## src/rtl/axi_lite_master.sv

```systemverilog
// Purpose: single-outstanding AXI4-Lite initiator bridging the core memory-stage req/resp port to AR/R and AW/W/B.
// Latency: 4 cycles request-accept to resp_valid with a zero-wait slave (accept, AR or AW+W, R or B, RESP).
// Backpressure: one transaction in flight; req_ready low outside IDLE, response held until resp_ready.
//
// Ports:
//   clk, rst                       clock and synchronous active-high reset
//   req_valid/req_ready/req_we     core request handshake and direction (1 = write)
//   req_addr/req_wdata/req_wstrb   request payload, latched on acceptance
//   resp_valid/resp_ready          core response handshake
//   resp_rdata/resp_err            read data (0 for writes) and xRESP[1] error flag
//   axi_ar*/axi_r*                 AXI4-Lite read address and read data channels
//   axi_aw*/axi_w*/axi_b*          AXI4-Lite write address, write data and write response channels
module axi_lite_master #(
    parameter int ADDR_W = 32,
    parameter int DATA_W = 32
) (
    input  logic                  clk,
    input  logic                  rst,

    input  logic                  req_valid,
    output logic                  req_ready,
    input  logic                  req_we,
    input  logic [ADDR_W-1:0]     req_addr,
    input  logic [DATA_W-1:0]     req_wdata,
    input  logic [DATA_W/8-1:0]   req_wstrb,

    output logic                  resp_valid,
    input  logic                  resp_ready,
    output logic [DATA_W-1:0]     resp_rdata,
    output logic                  resp_err,

    output logic [ADDR_W-1:0]     axi_araddr,
    output logic                  axi_arvalid,
    input  logic                  axi_arready,
    output logic [2:0]            axi_arprot,

    input  logic [DATA_W-1:0]     axi_rdata,
    input  logic [1:0]            axi_rresp,
    input  logic                  axi_rvalid,
    output logic                  axi_rready,

    output logic [ADDR_W-1:0]     axi_awaddr,
    output logic                  axi_awvalid,
    input  logic                  axi_awready,
    output logic [2:0]            axi_awprot,

    output logic [DATA_W-1:0]     axi_wdata,
    output logic [DATA_W/8-1:0]   axi_wstrb,
    output logic                  axi_wvalid,
    input  logic                  axi_wready,

    input  logic [1:0]            axi_bresp,
    input  logic                  axi_bvalid,
    output logic                  axi_bready
);

    typedef enum logic [2:0] {
        IDLE    = 3'd0,
        RD_ADDR = 3'd1,
        RD_DATA = 3'd2,
        WR_REQ  = 3'd3,
        WR_RESP = 3'd4,
        RESP    = 3'd5
    } state_t;

    state_t                 state_q;

    // Latched request payload; drives the AXI address/data buses directly so
    // they stay stable for as long as the matching valid is high.
    logic [ADDR_W-1:0]      addr_q;
    logic [DATA_W-1:0]      wdata_q;
    logic [DATA_W/8-1:0]    wstrb_q;

    logic                   req_ready_q;
    logic                   resp_valid_q;
    logic [DATA_W-1:0]      resp_rdata_q;
    logic                   resp_err_q;

    logic                   arvalid_q;
    logic                   rready_q;
    logic                   awvalid_q;
    logic                   wvalid_q;
    logic                   bready_q;

    // Per-channel completion flags for the write request phase.
    logic                   aw_done_q;
    logic                   w_done_q;

    // Completion as seen this cycle, including a handshake happening right now,
    // so AW and W finishing in the same cycle (or in either order) advance together.
    logic                   aw_done_d;
    logic                   w_done_d;

    // Only bit 1 of xRESP distinguishes OKAY/EXOKAY from SLVERR/DECERR.
    logic                   unused_resp_lsb;

    assign aw_done_d       = aw_done_q | (awvalid_q & axi_awready);
    assign w_done_d        = w_done_q  | (wvalid_q  & axi_wready);
    assign unused_resp_lsb = axi_rresp[0] ^ axi_bresp[0];

    always_ff @(posedge clk) begin
        if (rst) begin
            state_q      <= IDLE;
            addr_q       <= '0;
            wdata_q      <= '0;
            wstrb_q      <= '0;
            req_ready_q  <= 1'b0;
            resp_valid_q <= 1'b0;
            resp_rdata_q <= '0;
            resp_err_q   <= 1'b0;
            arvalid_q    <= 1'b0;
            rready_q     <= 1'b0;
            awvalid_q    <= 1'b0;
            wvalid_q     <= 1'b0;
            bready_q     <= 1'b0;
            aw_done_q    <= 1'b0;
            w_done_q     <= 1'b0;
        end else begin
            case (state_q)
                IDLE: begin
                    // req_ready is registered, so the first IDLE cycle after
                    // reset only raises it; acceptance needs it already high.
                    if (req_ready_q && req_valid) begin
                        req_ready_q <= 1'b0;
                        addr_q      <= req_addr;
                        wdata_q     <= req_wdata;
                        wstrb_q     <= req_wstrb;
                        if (req_we) begin
                            awvalid_q <= 1'b1;
                            wvalid_q  <= 1'b1;
                            aw_done_q <= 1'b0;
                            w_done_q  <= 1'b0;
                            state_q   <= WR_REQ;
                        end else begin
                            arvalid_q <= 1'b1;
                            state_q   <= RD_ADDR;
                        end
                    end else begin
                        req_ready_q <= 1'b1;
                    end
                end

                RD_ADDR: begin
                    if (axi_arready) begin
                        arvalid_q <= 1'b0;
                        rready_q  <= 1'b1;
                        state_q   <= RD_DATA;
                    end
                end

                RD_DATA: begin
                    if (axi_rvalid) begin
                        rready_q     <= 1'b0;
                        resp_rdata_q <= axi_rdata;
                        resp_err_q   <= axi_rresp[1];
                        resp_valid_q <= 1'b1;
                        state_q      <= RESP;
                    end
                end

                WR_REQ: begin
                    if (awvalid_q && axi_awready) begin
                        awvalid_q <= 1'b0;
                        aw_done_q <= 1'b1;
                    end
                    if (wvalid_q && axi_wready) begin
                        wvalid_q <= 1'b0;
                        w_done_q <= 1'b1;
                    end
                    if (aw_done_d && w_done_d) begin
                        aw_done_q <= 1'b0;
                        w_done_q  <= 1'b0;
                        bready_q  <= 1'b1;
                        state_q   <= WR_RESP;
                    end
                end

                WR_RESP: begin
                    if (axi_bvalid) begin
                        bready_q     <= 1'b0;
                        resp_rdata_q <= '0;
                        resp_err_q   <= axi_bresp[1];
                        resp_valid_q <= 1'b1;
                        state_q      <= RESP;
                    end
                end

                RESP: begin
                    if (resp_ready) begin
                        resp_valid_q <= 1'b0;
                        req_ready_q  <= 1'b1;
                        state_q      <= IDLE;
                    end
                end

                default: begin
                    state_q <= IDLE;
                end
            endcase
        end
    end

    assign req_ready   = req_ready_q;
    assign resp_valid  = resp_valid_q;
    assign resp_rdata  = resp_rdata_q;
    assign resp_err    = resp_err_q;

    assign axi_araddr  = addr_q;
    assign axi_arvalid = arvalid_q;
    assign axi_arprot  = 3'b000;
    assign axi_rready  = rready_q;

    assign axi_awaddr  = addr_q;
    assign axi_awvalid = awvalid_q;
    assign axi_awprot  = 3'b000;
    assign axi_wdata   = wdata_q;
    assign axi_wstrb   = wstrb_q;
    assign axi_wvalid  = wvalid_q;
    assign axi_bready  = bready_q;

    // Handshake stability: a presented valid and its payload hold until accepted.
    a_ar_stable: assert property (@(posedge clk) disable iff (rst)
        (axi_arvalid && !axi_arready) |=> (axi_arvalid && $stable(axi_araddr)));
    a_aw_stable: assert property (@(posedge clk) disable iff (rst)
        (axi_awvalid && !axi_awready) |=> (axi_awvalid && $stable(axi_awaddr)));
    a_w_stable: assert property (@(posedge clk) disable iff (rst)
        (axi_wvalid && !axi_wready) |=> (axi_wvalid && $stable(axi_wdata) && $stable(axi_wstrb)));
    a_resp_stable: assert property (@(posedge clk) disable iff (rst)
        (resp_valid && !resp_ready) |=> (resp_valid && $stable(resp_rdata) && $stable(resp_err)));
    a_one_phase: assert property (@(posedge clk) disable iff (rst)
        !((axi_arvalid || axi_rready) && (axi_awvalid || axi_wvalid || axi_bready)));

endmodule

```

## config.mk

```make
export PLATFORM = sky130hd
export DESIGN_NAME = axi_lite_master
export DESIGN_NICKNAME = d
export VERILOG_FILES = /design/src/rtl/axi_lite_master.sv
export SDC_FILE = /design/constraint.sdc
export NUM_CORES = 1
export LEC_CHECK = 0
export BUFFER_PORTS_ARGS = -buffer_cell sky130_fd_sc_hd__buf_2
export CORE_MARGIN = 2
export CORE_UTILIZATION = 40
export DETAILED_ROUTE_END_ITERATION = 8
export HOLD_SLACK_MARGIN = 0.15
export PLACE_DENSITY = 0.82
export SLEW_MARGIN = 20
export SYNTH_ARGS = -nofsm -noshare
export SYNTH_HDL_FRONTEND = slang
export SYNTH_SLANG_ARGS = --single-unit
export TNS_END_PERCENT = 50
```

## constraint.sdc

```tcl
create_clock -name clk -period 1.3 [get_ports clk]
set_input_delay 0.26 -clock clk [delete_from_list [all_inputs] [get_ports clk]]
set_output_delay 0.26 -clock clk [all_outputs]
set_load 0.05 [all_outputs]
```

**Word-level counts from Yosys, hierarchy flattened**

Index checks and enable logic that the tools add are counted.

- Eq/ne operators: 17
- Muxes and demuxes: 45
- Bitwise gates (word level): 4
- Reduce and logical (&&, ||, !) cells: 24

Operators by type and width:

| operator | count |
|---|---|
| $mux W32 | 2 |
| $pmux W32 S2 | 1 |
| $mux W1 | 24 |
| $reduce_and A4 Y1 | 6 |
| $ne A2 B2 Y1 const B | 10 |
| $mux W3 | 6 |
| $pmux W1 S2 | 9 |
| $pmux W3 S6 | 1 |
| $reduce_bool A2 Y1 | 6 |
| $reduce_and A3 Y1 | 3 |
| $eq A3 B2 Y1 const B | 2 |
| $eq A3 B3 Y1 const B | 2 |
| $ne A3 B3 Y1 const B | 2 |
| $reduce_and A6 Y1 | 1 |
| $logic_and A1 B1 Y1 | 4 |
| $reduce_and A2 Y1 | 2 |
| $eq A3 B1 Y1 const B | 1 |
| $logic_not A3 Y1 | 1 |
| $pmux W1 S3 | 1 |
| $reduce_bool A3 Y1 | 1 |
| $and A1 B1 Y1 | 2 |
| $mux W2 | 1 |
| $or A1 B1 Y1 | 2 |

- Register bits after elaboration: 113
- Word-level logic and storage cells: 105

**Longest topological paths before layout**

- Word-level depth: 5
- Depth in mapped cells: 7

**Worst setup path after synthesis**

Ideal clock, no wire load.

- Kind: flip-flop to flip-flop
- Start: register req_ready_q, in the netlist req_ready
- End: register addr_q[24], in the netlist axi_araddr[24]
- Library setup time: 0.132 ns
- Data arrival time: 1.433 ns
- Required time: 1.168 ns
- Slack: -0.266 ns
- Stages on the path, launching flop included: 7
- Path buffers: 2
- Cells stage by stage: dfxtp_1 and3b_1 nand2_1 buf_4 buf_4 nand2_1 a21oi_1

- Word-level cells in the longest chain between the ends: 2

Ends and longest elaborated chain:

| what | line | text |
|---|---|---|
| from (decl) | 74 | `logic req_ready_q;` |
| from (signal assigned) | 107 | `req_ready_q <= 1'b0;` |
| from (signal assigned) | 124 | `req_ready_q <= 1'b0;` |
| from (signal assigned) | 139 | `req_ready_q <= 1'b1;` |
| $logic_and A1 B1 Y1 | 123 | `if (req_ready_q && req_valid) begin` |
| $reduce_and A2 Y1 (no source line) | - |  |
| to (signal assigned) | 125 | `addr_q <= req_addr;` |
| to (decl) | 70 | `logic [ADDR_W-1:0] addr_q;` |

Every way passes these cells.
A chain may end at the register's enable or synchronous reset.

**Worst setup path after layout**

- Start: register state_q[0]
- End: register addr_q[4], in the netlist axi_araddr[4]

- Word-level cells in the longest chain between the ends: 2

Ends and longest elaborated chain:

| what | line | text |
|---|---|---|
| from (decl) | 66 | `state_t state_q;` |
| from (signal assigned) | 103 | `state_q <= IDLE;` |
| from (signal assigned) | 133 | `state_q <= WR_REQ;` |
| from (signal assigned) | 136 | `state_q <= RD_ADDR;` |
| $logic_not A3 Y1 | 119 | `case (state_q)` |
| $reduce_and A2 Y1 (no source line) | - |  |

Every way passes these cells.

==> impl_summary.log <==
INFO  metric run_status = finished, violations left
INFO  metric failed_checks = setup timing
INFO  metric clock_latency = 410 ps
INFO  metric drv.max_cap_violation_count = 0
INFO  metric final_cell_mix = sky130_fd_sc_hd__nand2_1, sky130_fd_sc_hd__buf_2, sky130_fd_sc_hd__dfxtp_1, sky130_fd_sc_hd__dlygate4sd3_1, sky130_fd_sc_hd__a21oi_1
INFO  metric cellLeakagePower = approximately 0.0035 uW
INFO  metric initialDrtViolationCount = 390
INFO  metric synth_seq_area_share = 49.9%
INFO  metric worst-path-max-fanout = 12
INFO  metric finalHoldViolations = 0
INFO  metric synthesis.area = between 0.004 and 0.005 mm2
INFO  metric initial_standard_cell_utilization_of_the_core = 41.5%
INFO  metric detailed_place_hpwl = 8.71 mm
INFO  metric antenna_violations_before_repair = 1
INFO  metric routed_wire_length_per_instance = 17.5 um
INFO  metric final_min_period_over_clock_period = 110%
INFO  metric drive_above_1_share = 40.2%
INFO  metric totalNegativeSetupSlack = -3200 ps
INFO  metric timing.critical_path.from_type = flop
INFO  metric crit_buf_inv = 2
INFO  metric synth-seq-cells = 113
INFO  metric cp-end-kind = flop
INFO  metric die_y = 110 um
INFO  metric totalWireLength = between 15 and 20 mm
INFO  metric timing.final.ws_setup = -130 ps
INFO  metric grt_pass1_wl = approximately 25 mm
INFO  metric io_pins = 260
INFO  metric clk_transition_reported_paths = 60 ps
INFO  metric drt_drc_violations_left = 0
INFO  metric timing.final.max_slew_violations = 0
INFO  metric htree_levels = 4
INFO  metric tritoncts = yes
INFO  metric placed_area = 0.00577 mm2
INFO  metric worst-setup-path-type = flop to flop
INFO  metric setup_repair_after_global_routing_missed_its_margin = yes
INFO  metric design_area = 0.00808 mm2
INFO  metric max_clock_freq = 0.699 GHz
INFO  metric coreArea = 0.0109 mm2
INFO  metric vdd_drop_max = 1.30 mV
INFO  metric die_area = between 0.01 and 0.015 mm2
INFO  metric cts_made_buffers = 17
INFO  metric post_synth_inst_count = 559
INFO  metric ys_warn_count = 0
INFO  metric grt_start_max_net_pins = 47
INFO  metric pwr_density_cell = 1920 mW/mm2
INFO  metric hold_path_class = primary input to flop
INFO  metric drt-pass1-iter-count = 5
INFO  metric critPathRequiredTime = 1630 ps
INFO  metric std_cell_rows = 38
INFO  metric finClkSkew = 9.76 ps
INFO  metric critical_path.top_delay_family = simple AND/OR/NAND/NOR gates
INFO  metric slowest_delay = about 320 ps
INFO  metric num-nets-final = 1005
INFO  metric via_count_of_the_first_global_routing_pass = 5244
INFO  metric final_critical_delay_including_setup_and_external_delays = 1430 ps
INFO  metric via_count_normalized_by_instance_count = ~5.2
INFO  metric postLayoutCoreUtil = 73.9%
INFO  metric critical_path.cell_chain = nand3b_1, nor3_4, buf_6, clkbuf_16, nand2_1, a21oi_1
INFO  metric port_buffers = 251
INFO  metric cp_data_arrival_time = 1760 ps
INFO  metric number_of_fill_cells_in_the_layout = 719
INFO  metric synth.lib_cells_used.distinct = 34
INFO  metric clock-sinks = approximately 110
INFO  metric clockRootBuffer = sky130_fd_sc_hd__clkbuf_16
INFO  metric overflow = 0
INFO  metric setup_violations = 81
INFO  metric clk_path_buf_depth = 2
INFO  metric route.vias.total = 5434
INFO  metric post_drt_antenna_nets = 0
INFO  metric critPathSlowestCell = sky130_fd_sc_hd__dfxtp_2
INFO  metric syn2layout_area_growth = 78.2%
INFO  metric grtUsageTotal = 25.6%
INFO  metric die_width = around 110 um
INFO  metric avgSynthCellArea = 8.11 um2
INFO  metric gp_routability_congestion = approximately 0.82
[cells in the mapped netlist]
| cell type | number | area [um2] |
|---|---|---|
| sky130_fd_sc_hd__a221oi_1 | 2 | 17.5 |
| sky130_fd_sc_hd__conb_1 | 1 | 3.75 |
| sky130_fd_sc_hd__inv_1 | 3 | 11.3 |
| sky130_fd_sc_hd__o211a_1 | 1 | 10.0 |
| sky130_fd_sc_hd__buf_2 | 15 | 75.1 |
| sky130_fd_sc_hd__a22oi_1 | 1 | 7.51 |
| sky130_fd_sc_hd__and2_1 | 1 | 6.26 |
| sky130_fd_sc_hd__a21oi_1 | 108 | 541 |
| sky130_fd_sc_hd__o22a_1 | 1 | 8.76 |
| sky130_fd_sc_hd__nor4_1 | 3 | 18.8 |
| sky130_fd_sc_hd__nand2_2 | 1 | 6.26 |
| sky130_fd_sc_hd__nand2_1 | 147 | 552 |
| sky130_fd_sc_hd__o21a_1 | 2 | 15.0 |
| sky130_fd_sc_hd__buf_4 | 45 | 338 |
| sky130_fd_sc_hd__buf_6 | 3 | 33.8 |
| sky130_fd_sc_hd__a31oi_1 | 2 | 12.5 |
| sky130_fd_sc_hd__o2111ai_1 | 1 | 8.76 |
| sky130_fd_sc_hd__clkbuf_1 | 15 | 56.3 |
| sky130_fd_sc_hd__nor2_1 | 8 | 30.0 |
| sky130_fd_sc_hd__mux2i_1 | 2 | 20.0 |
| sky130_fd_sc_hd__nor3_4 | 1 | 16.3 |
| sky130_fd_sc_hd__nand3b_1 | 3 | 22.5 |
| sky130_fd_sc_hd__o21ai_1 | 1 | 5.00 |
| sky130_fd_sc_hd__and3b_1 | 2 | 17.5 |
| sky130_fd_sc_hd__dfxtp_1 | 113 | 2260 |
| sky130_fd_sc_hd__o21bai_1 | 1 | 7.51 |
| sky130_fd_sc_hd__a211oi_1 | 1 | 7.51 |
| sky130_fd_sc_hd__nand3_1 | 35 | 175 |
| sky130_fd_sc_hd__nor2b_1 | 1 | 6.26 |
| sky130_fd_sc_hd__nor3_1 | 3 | 15.0 |
| sky130_fd_sc_hd__a21oi_2 | 1 | 8.76 |
| sky130_fd_sc_hd__nand2b_1 | 33 | 206 |
| sky130_fd_sc_hd__a32oi_1 | 1 | 8.76 |
| sky130_fd_sc_hd__o21ai_0 | 1 | 5.00 |
[per-stage QoR]
| step | std cells | hold WS (ps) | setup slack [ps] | total power (uW) |
|---|---|---|---|---|
| floorplan | 564 | 396 | 3.84 | 8300 |
| global placement | 901 | 439 | -44.3 | 9340 |
| detailed placement | 901 | 443 | -79.4 | 9400 |
| CTS | 1038 | 164 | -35.7 | 14700 |
| global route | 1045 | 216 | -215 | 16100 |
| finish | 1045 | 194 | -130 | 15500 |
[path summary, 6_finish.rpt]
path | startpoint | end | slack, ps | cells after the start
worst max-delay path | state_q[0]$_SDFFE_PP0P_ | axi_araddr[4]$_SDFFE_PP0P_ | -130 | 6
worst min-delay path | req_we | axi_wvalid$_SDFFE_PP0P_ | 190 | 3
worst max register to register | state_q[0]$_SDFFE_PP0P_ | axi_araddr[4]$_SDFFE_PP0P_ | -130 | 6
worst min register to register | axi_wdata[27]$_SDFFE_PP0P_ | axi_wdata[27]$_SDFFE_PP0P_ | 450 | 2
[kinds of logic (layout without fill, tap and decap cells)]
family	count (synthesis)	count (layout)	share of synthesized area (%)
buf+inv	81	421	11.3
mux	2	2	0.441
compound gates	124	124	14.6
other cells	1	7	0.0827
flops	113	113	49.9
simple gates	238	238	23.6
[timing repair]
action / in CTS / in global routing
hold buffers: 101 / 0
setup buffers: 2 / 1
endpoints found under the setup margin: 102 / 201
cloned: 2 / 5
pin swaps: 1 / 10
endpoints found under the hold margin: 101 / 0
resized for setup: 29 / 162
[registers in the layout, indices dropped and copies added, names as in the netlist]
name	cells
aw_done_q	1
axi_araddr	32
axi_arvalid	1
axi_awvalid	1
axi_bready	1
axi_rready	1
axi_wdata	32
axi_wstrb	4
axi_wvalid	1
req_ready	1
resp_err	1
resp_rdata	32
resp_valid	1
state_q	3
w_done_q	1
[layout make-up]
cell class                 instances  area [um2]  share of cell area, %
antenna                            1        2.50                 0.0310
sequential                       113        2270                   28.2
inverter                           3        11.3                  0.139
tap                              140         175                   2.17
timing repair buffer             386        3060                   37.8
clock inverter                    12         159                   1.97
multi-input combinational        370        1940                   24.0
clock buffer                      20         457                   5.65
[tightest hold or removal path: stages]
cell and delay (ps):
sky130_fd_sc_hd__buf_2 140, sky130_fd_sc_hd__nand2_1 90, sky130_fd_sc_hd__a21oi_1 60
[metal layers]
layer	GRT usage [%]	routed length (um)	vias to the layer above
li1	-	-	2480
met1	26.8	6460	2523
met2	45.3	9480	346
met3	6.48	1330	85
met4	16.5	986	0
met5	0	0	-
[power breakdown]
group	internal (uW)	switching, uW
sequential	3990	361
clock	3120	1670
combinational	2210	4130
Note: power is estimated with default switching activity, not from simulation.
